--- config.mk ---
export PLATFORM = sky130hd
export DESIGN_NAME = alu_exec_stage_flat
export DESIGN_NICKNAME = d
export VERILOG_FILES = /design/src/rtl/alu_exec_stage_if.sv /design/src/rtl/alu_exec_stage.sv /design/src/flat_wrapper.sv
export SDC_FILE = /design/constraint.sdc
export NUM_CORES = 1
export LEC_CHECK = 0
export BUFFER_PORTS_ARGS = -buffer_cell sky130_fd_sc_hd__buf_4
export CORE_MARGIN = 2
export CORE_UTILIZATION = 55
export DETAILED_ROUTE_END_ITERATION = 8
export GPL_TIMING_DRIVEN = 0
export PLACE_DENSITY_LB_ADDON = 0.15
export SYNTH_ARGS = -nofsm -noshare
export SYNTH_HDL_FRONTEND = slang
export SYNTH_SLANG_ARGS = --single-unit
--- constraint.sdc ---
create_clock -name clk -period 7.7 [get_ports clk]
set_input_delay 1.54 -clock clk [delete_from_list [all_inputs] [get_ports clk]]
set_output_delay 1.54 -clock clk [all_outputs]
set_load 0.02 [all_outputs]
--- src/rtl/alu_exec_stage_if.sv ---
// rtl/alu_exec_stage_if.sv - handshake/bus bundle between ID/EX, the ALU stage and MEM
// Signals:
//   in_valid/in_ready/alu_control/op_a/op_b/in_tag : upstream operation offer
//   flush                                          : squash held result
//   out_valid/out_ready/result/zero/overflow/illegal/out_tag : EX/MEM slot
// Modports: slave = ALU stage view, master = surrounding pipeline/bench view.
interface alu_exec_stage_if #(
  parameter int WIDTH = 32,
  parameter int TAG_W = 5
);
  logic             in_valid;
  logic             in_ready;
  logic [3:0]       alu_control;
  logic [WIDTH-1:0] op_a;
  logic [WIDTH-1:0] op_b;
  logic [TAG_W-1:0] in_tag;
  logic             flush;
  logic             out_valid;
  logic             out_ready;
  logic [WIDTH-1:0] result;
  logic             zero;
  logic             overflow;
  logic             illegal;
  logic [TAG_W-1:0] out_tag;

  modport slave (
    input  in_valid, alu_control, op_a, op_b, in_tag, flush, out_ready,
    output in_ready, out_valid, result, zero, overflow, illegal, out_tag
  );

  modport master (
    output in_valid, alu_control, op_a, op_b, in_tag, flush, out_ready,
    input  in_ready, out_valid, result, zero, overflow, illegal, out_tag
  );
endinterface

--- src/rtl/alu_exec_stage.sv ---
// rtl/alu_exec_stage.sv - execute-stage ALU with a one-entry EX/MEM result register
// Ports:
//   clk : rising-edge clock
//   rst : synchronous active-high reset
//   bus : alu_exec_stage_if.slave (operation in, flush, registered result out)
module alu_exec_stage #(
  parameter int WIDTH = 32,
  parameter int TAG_W = 5
) (
  input logic           clk,
  input logic           rst,
  alu_exec_stage_if.slave bus
);

  localparam logic [3:0] OP_AND = 4'b0000;
  localparam logic [3:0] OP_OR  = 4'b0001;
  localparam logic [3:0] OP_ADD = 4'b0010;
  localparam logic [3:0] OP_SUB = 4'b0110;
  localparam logic [3:0] OP_SLT = 4'b0111;
  localparam logic [3:0] OP_NOR = 4'b1100;
  localparam logic [3:0] OP_XOR = 4'b1101;

  logic [WIDTH-1:0] sum;
  logic [WIDTH-1:0] diff;
  logic             add_ovf;
  logic             sub_ovf;
  logic [WIDTH-1:0] alu_res;
  logic             alu_ovf;
  logic             alu_ill;

  logic             out_valid_q, out_valid_d;
  logic [WIDTH-1:0] result_q,    result_d;
  logic             zero_q,      zero_d;
  logic             overflow_q,  overflow_d;
  logic             illegal_q,   illegal_d;
  logic [TAG_W-1:0] tag_q,       tag_d;

  logic             in_ready;
  logic             load;

  always_comb begin
    sum     = bus.op_a + bus.op_b;
    diff    = bus.op_a - bus.op_b;
    add_ovf = (bus.op_a[WIDTH-1] == bus.op_b[WIDTH-1]) && (sum[WIDTH-1] != bus.op_a[WIDTH-1]);
    sub_ovf = (bus.op_a[WIDTH-1] != bus.op_b[WIDTH-1]) && (diff[WIDTH-1] != bus.op_a[WIDTH-1]);

    alu_res = '0;
    alu_ovf = 1'b0;
    alu_ill = 1'b0;
    case (bus.alu_control)
      OP_AND: alu_res = bus.op_a & bus.op_b;
      OP_OR:  alu_res = bus.op_a | bus.op_b;
      OP_ADD: begin
        alu_res = sum;
        alu_ovf = add_ovf;
      end
      OP_SUB: begin
        alu_res = diff;
        alu_ovf = sub_ovf;
      end
      // Sign of A-B is wrong exactly when the subtraction overflows.
      OP_SLT: alu_res = {{(WIDTH-1){1'b0}}, diff[WIDTH-1] ^ sub_ovf};
      OP_NOR: alu_res = ~(bus.op_a | bus.op_b);
      OP_XOR: alu_res = bus.op_a ^ bus.op_b;
      default: alu_ill = 1'b1;
    endcase
  end

  // Slot can take a new op when empty or when its current result leaves this cycle.
  assign in_ready = !out_valid_q || bus.out_ready;
  assign load     = bus.in_valid && in_ready;

  always_comb begin
    out_valid_d = out_valid_q;
    result_d    = result_q;
    zero_d      = zero_q;
    overflow_d  = overflow_q;
    illegal_d   = illegal_q;
    tag_d       = tag_q;
    if (bus.flush) begin
      // Squash wins over a same-cycle load; the offered op is dropped.
      out_valid_d = 1'b0;
    end else if (load) begin
      out_valid_d = 1'b1;
      result_d    = alu_res;
      zero_d      = (alu_res == '0);
      overflow_d  = alu_ovf;
      illegal_d   = alu_ill;
      tag_d       = bus.in_tag;
    end else if (bus.out_ready) begin
      out_valid_d = 1'b0;
    end
  end

  always_ff @(posedge clk) begin
    if (rst) begin
      out_valid_q <= 1'b0;
      result_q    <= '0;
      zero_q      <= 1'b0;
      overflow_q  <= 1'b0;
      illegal_q   <= 1'b0;
      tag_q       <= '0;
    end else begin
      out_valid_q <= out_valid_d;
      result_q    <= result_d;
      zero_q      <= zero_d;
      overflow_q  <= overflow_d;
      illegal_q   <= illegal_d;
      tag_q       <= tag_d;
    end
  end

  assign bus.in_ready  = in_ready;
  assign bus.out_valid = out_valid_q;
  assign bus.result    = result_q;
  assign bus.zero      = zero_q;
  assign bus.overflow  = overflow_q;
  assign bus.illegal   = illegal_q;
  assign bus.out_tag   = tag_q;

endmodule

--- src/flat_wrapper.sv ---
// flat-port wrapper written by rule: the top's interface ports become plain ports
module alu_exec_stage_flat 
#(
  parameter int WIDTH = 32,
  parameter int TAG_W = 5
)
  (clk, rst, bus_in_valid, bus_alu_control, bus_op_a, bus_op_b, bus_in_tag, bus_flush, bus_out_ready, bus_in_ready, bus_out_valid, bus_result, bus_zero, bus_overflow, bus_illegal, bus_out_tag);
  alu_exec_stage_if #(.WIDTH(WIDTH), .TAG_W(TAG_W)) bus_i ();
  input logic clk;
  input logic rst;
  input wire logic [$bits(bus_i.in_valid)-1:0] bus_in_valid;
  input wire logic [$bits(bus_i.alu_control)-1:0] bus_alu_control;
  input wire logic [$bits(bus_i.op_a)-1:0] bus_op_a;
  input wire logic [$bits(bus_i.op_b)-1:0] bus_op_b;
  input wire logic [$bits(bus_i.in_tag)-1:0] bus_in_tag;
  input wire logic [$bits(bus_i.flush)-1:0] bus_flush;
  input wire logic [$bits(bus_i.out_ready)-1:0] bus_out_ready;
  output wire logic [$bits(bus_i.in_ready)-1:0] bus_in_ready;
  output wire logic [$bits(bus_i.out_valid)-1:0] bus_out_valid;
  output wire logic [$bits(bus_i.result)-1:0] bus_result;
  output wire logic [$bits(bus_i.zero)-1:0] bus_zero;
  output wire logic [$bits(bus_i.overflow)-1:0] bus_overflow;
  output wire logic [$bits(bus_i.illegal)-1:0] bus_illegal;
  output wire logic [$bits(bus_i.out_tag)-1:0] bus_out_tag;
  assign bus_i.in_valid = bus_in_valid;
  assign bus_i.alu_control = bus_alu_control;
  assign bus_i.op_a = bus_op_a;
  assign bus_i.op_b = bus_op_b;
  assign bus_i.in_tag = bus_in_tag;
  assign bus_i.flush = bus_flush;
  assign bus_i.out_ready = bus_out_ready;
  assign bus_in_ready = bus_i.in_ready;
  assign bus_out_valid = bus_i.out_valid;
  assign bus_result = bus_i.result;
  assign bus_zero = bus_i.zero;
  assign bus_overflow = bus_i.overflow;
  assign bus_illegal = bus_i.illegal;
  assign bus_out_tag = bus_i.out_tag;
  alu_exec_stage #(.WIDTH(WIDTH), .TAG_W(TAG_W)) u_core (.clk(clk), .rst(rst), .bus(bus_i));
endmodule
==> impl_metrics.yaml <==
run_status:
  outcome: "finished clean"
routing:
  vias: 9285
  drtAntennaViolNets: 0
  wirelength_mm: 29.0
  vias_per_cell: 6.70
  firstDrtPassIters: 6
  drtIter0Drc: 1320
  wl_per_cell_um: 20.9
  drc: 0
flow_run:
  max_cap_violations: 0
place:
  port_buffers: 118
  placed_cell_area_um2: 8520
  gp_congestion: 0.998
  dp_hpwl_mm: 22.5
synthesis:
  synth_top_area_cell: "ha_1"
  ys_top_cells_by_area: "ha_1 17%, dfxtp_1 11%, a21oi_1 6.4%, nor2_1 5.7%, inv_1 5.0%"
  synthArstFlopShare_pct: 0
  yosysWarnings: 0
  syn_inst: 1075
  ys_seq_area_share_pct: 11.1
  synth_area_um2: 7400
  synthFlopType: "dfxtp_1"
  netlist.area_leader.share_pct: 16.6
  syn_nets: 1254
  syn_avg_cell_area_um2: 6.88
  ys_types: 77
  synth-edff-count: 0
  synth_seq_cells: 41
floorplanning:
  core_area_um2: 13200
  initial_utilization_pct: 56.1
  rows: 42
  die_area_um2: 14400
  ioPinCount: 120
  die_height_um: 120
  die_x_um: 120
layout:
  finalInstanceArea_um2: 8850
  areaGrowthSynthToFinish_pct: 19.5
  nets: 1388
  antenna_cells: 0
  multi_input_area_um2: 6010
  mostFrequentLayoutCells: "128 x buf_4, 112 x nor2_1, 97 x inv_1"
  ff_latch_area_um2: 821
  n_fill_cell: 1212
  layout_commonest_cell: "buf_4"
  drive_above_1_share_pct: 14.9
timing:
  finalHoldViolCount: 0
  fmaxAchievable_mhz: 132
  skew_ps: 5.74
  slew_headroom_pct: 36.9
  finalCritPeriodShare_pct: 98.6
  period_minus_slack_ps: 7590
  worst_pin_slew_ps: 947
  drv_slew: 0
  setup_viol_count_final: 0
clock_network:
  cts_tree: "built"
  numClockSinks: 41
  cts_buffers: 5
  clkSlewWorstSetupHoldPaths_ps: 50
  cts.path.max_buffers: 2
  root_buffer: "clkbuf_16"
  cts_max_level: 2
  clk_latency_ps: 280
power:
  power.density_nw_per_um2: 119
  vdd.ir_drop.worst_mv: 0.0882
  p_leak_nw: 3.96
  total_power_w: 0.00105
setup_path:
  worstPathArrival_ps: 7790
  slowest_delay_ps: 590
  path_delay_family: "compound AO/OA/AOI/OAI gates"
  critPathMaxFanout: 4
  end_kind: "flip-flop"
  criticalPathCategory: "input port to flip-flop"
  start_kind: "input port"
  worstPathRequired_ps: 7890
  path_common_cell: "or4_4"
  cp_num_buf_inv: 2
  crit_slowest_cell: "or4_4"
  ff2ff_setup_slack_ps: 3980
global_route:
  grt_pass1_vias: 8474
  grt-ovfl-total: 0
  grt_max_degree: 13
  grt_util_all_layers_pct: 38.9
  grt_pass1_wl_mm: 44.8
  antenna_found_initial: 0
worst_hold_path:
  min_path_type: "flip-flop to flip-flop"
[registers in the layout (all words and copies together), names as in the netlist]
| register | cells |
|---|---|
| u_core.bus.overflow | 1 |
| u_core.bus.illegal | 1 |
| u_core.bus.out_valid | 1 |
| u_core.bus.zero | 1 |
| u_core.bus.result | 32 |
| u_core.bus.out_tag | 5 |
[layer usage]
layer / track usage (%) / vias up / share of wire (%) / wire length [um]
li1: - / 4250 / - / -
met1: 52.3 / 4278 / 41 / 11800
met2: 59.6 / 640 / 42 / 12200
met3: 7.18 / 117 / 12 / 3460
met4: 19.0 / 0 / 5.3 / 1550
met5: 0 / - / 0 / 0
[stage by stage]
stage                     setup slack (ps)  cells  util, %  hold slack (ps)  TNS, ps
after global placement                -851   1369     64.5              444     -851
after global routing                 -20.3   1386     67.1              472    -20.3
final                                  106   1386     67.1              453        0
after detailed placement              -859   1370     64.6              450     -859
after CTS                             43.0   1380     66.2              457        0
after floorplan                        494   1075        -              535        0
[cell usage after synthesis, types with 6 or more instances]
cell      number
nor2_1       112
inv_1         99
ha_1          98
a21oi_1       94
nand2_1       67
clkbuf_1      61
o21ai_0       56
dfxtp_1       41
a211oi_1      27
nand3_1       26
a22oi_1       24
nor3_1        24
nand2b_1      21
o211ai_1      18
a21o_1        17
a31oi_1       16
nor4_1        15
o22ai_1       15
and3_1        13
nor2b_1       12
o31ai_1       11
a221oi_1      10
o22a_1        10
o21bai_1       9
or3_1          9
a221o_1        8
nor3b_1        8
o221ai_1       8
a211o_1        7
a21boi_0       7
nand4_1        7
or4_1          7
and2_1         6
mux2i_1        6
[repair_timing]
action                                  in CTS  in global routing
gates resized for setup                      4                 14
hold buffers                                 0                  0
endpoints found under the setup margin       1                  1
setup buffers                                2                  6
pin swaps                                    2                 16
[area by class of cell]
class / count / share of cell area [%]
Buffer: 73 / 3.31
Clock buffer: 7 / 1.61
Inverter: 99 / 4.24
Timing Repair Buffer: 127 / 10.8
Multi-Input combinational cell: 862 / 67.9
Sequential cell: 41 / 9.28
Clock inverter: 1 / 0.339
Tap cell: 176 / 2.49
[cells by family (layout without fill, tap and decap cells)]
| group | Yosys count | count (layout) | synth area share, % |
|---|---|---|---|
| compound gates | 402 | 402 | 37.7 |
| simple gates | 349 | 349 | 23.6 |
| mux | 6 | 6 | 0.812 |
| flops | 41 | 41 | 11.1 |
| fa+ha+maj | 101 | 101 | 17.4 |
| buf+inv | 172 | 307 | 8.98 |
| xor+xnor | 4 | 4 | 0.473 |
[power by group]
group / leakage (nW) / internal (W) / switching [W]
logic: 3.54 / 0.000215 / 0.000363
clock network: 0.0841 / 0.000162 / 0.0000797
registers: 0.336 / 0.000225 / 0.00000820
total: 3.96 / 0.000602 / 0.000451
[worst register-to-register path, cell delays in order, from the launching register on]
cell,delay (ps)
dfxtp_1,300
nor2b_1,160
nor3b_2,360
o2111ai_2,200
a2111oi_2,370
o221ai_1,180
or4_4,590
nor4_4,180
nand4_1,120
or4_1,420
or4_4,540
o32ai_2,200
[final timing paths]
kind / to / depth (start not counted) / start
max: u_core.bus.zero / 25 / bus_op_b[1]
min: u_core.bus.out_tag[1] / 2 / u_core.bus.out_tag[1]
max reg2reg: u_core.bus.zero / 11 / u_core.bus.out_valid
min reg2reg: u_core.bus.out_tag[1] / 2 / u_core.bus.out_tag[1]
(Power assumes the default switching activity.)
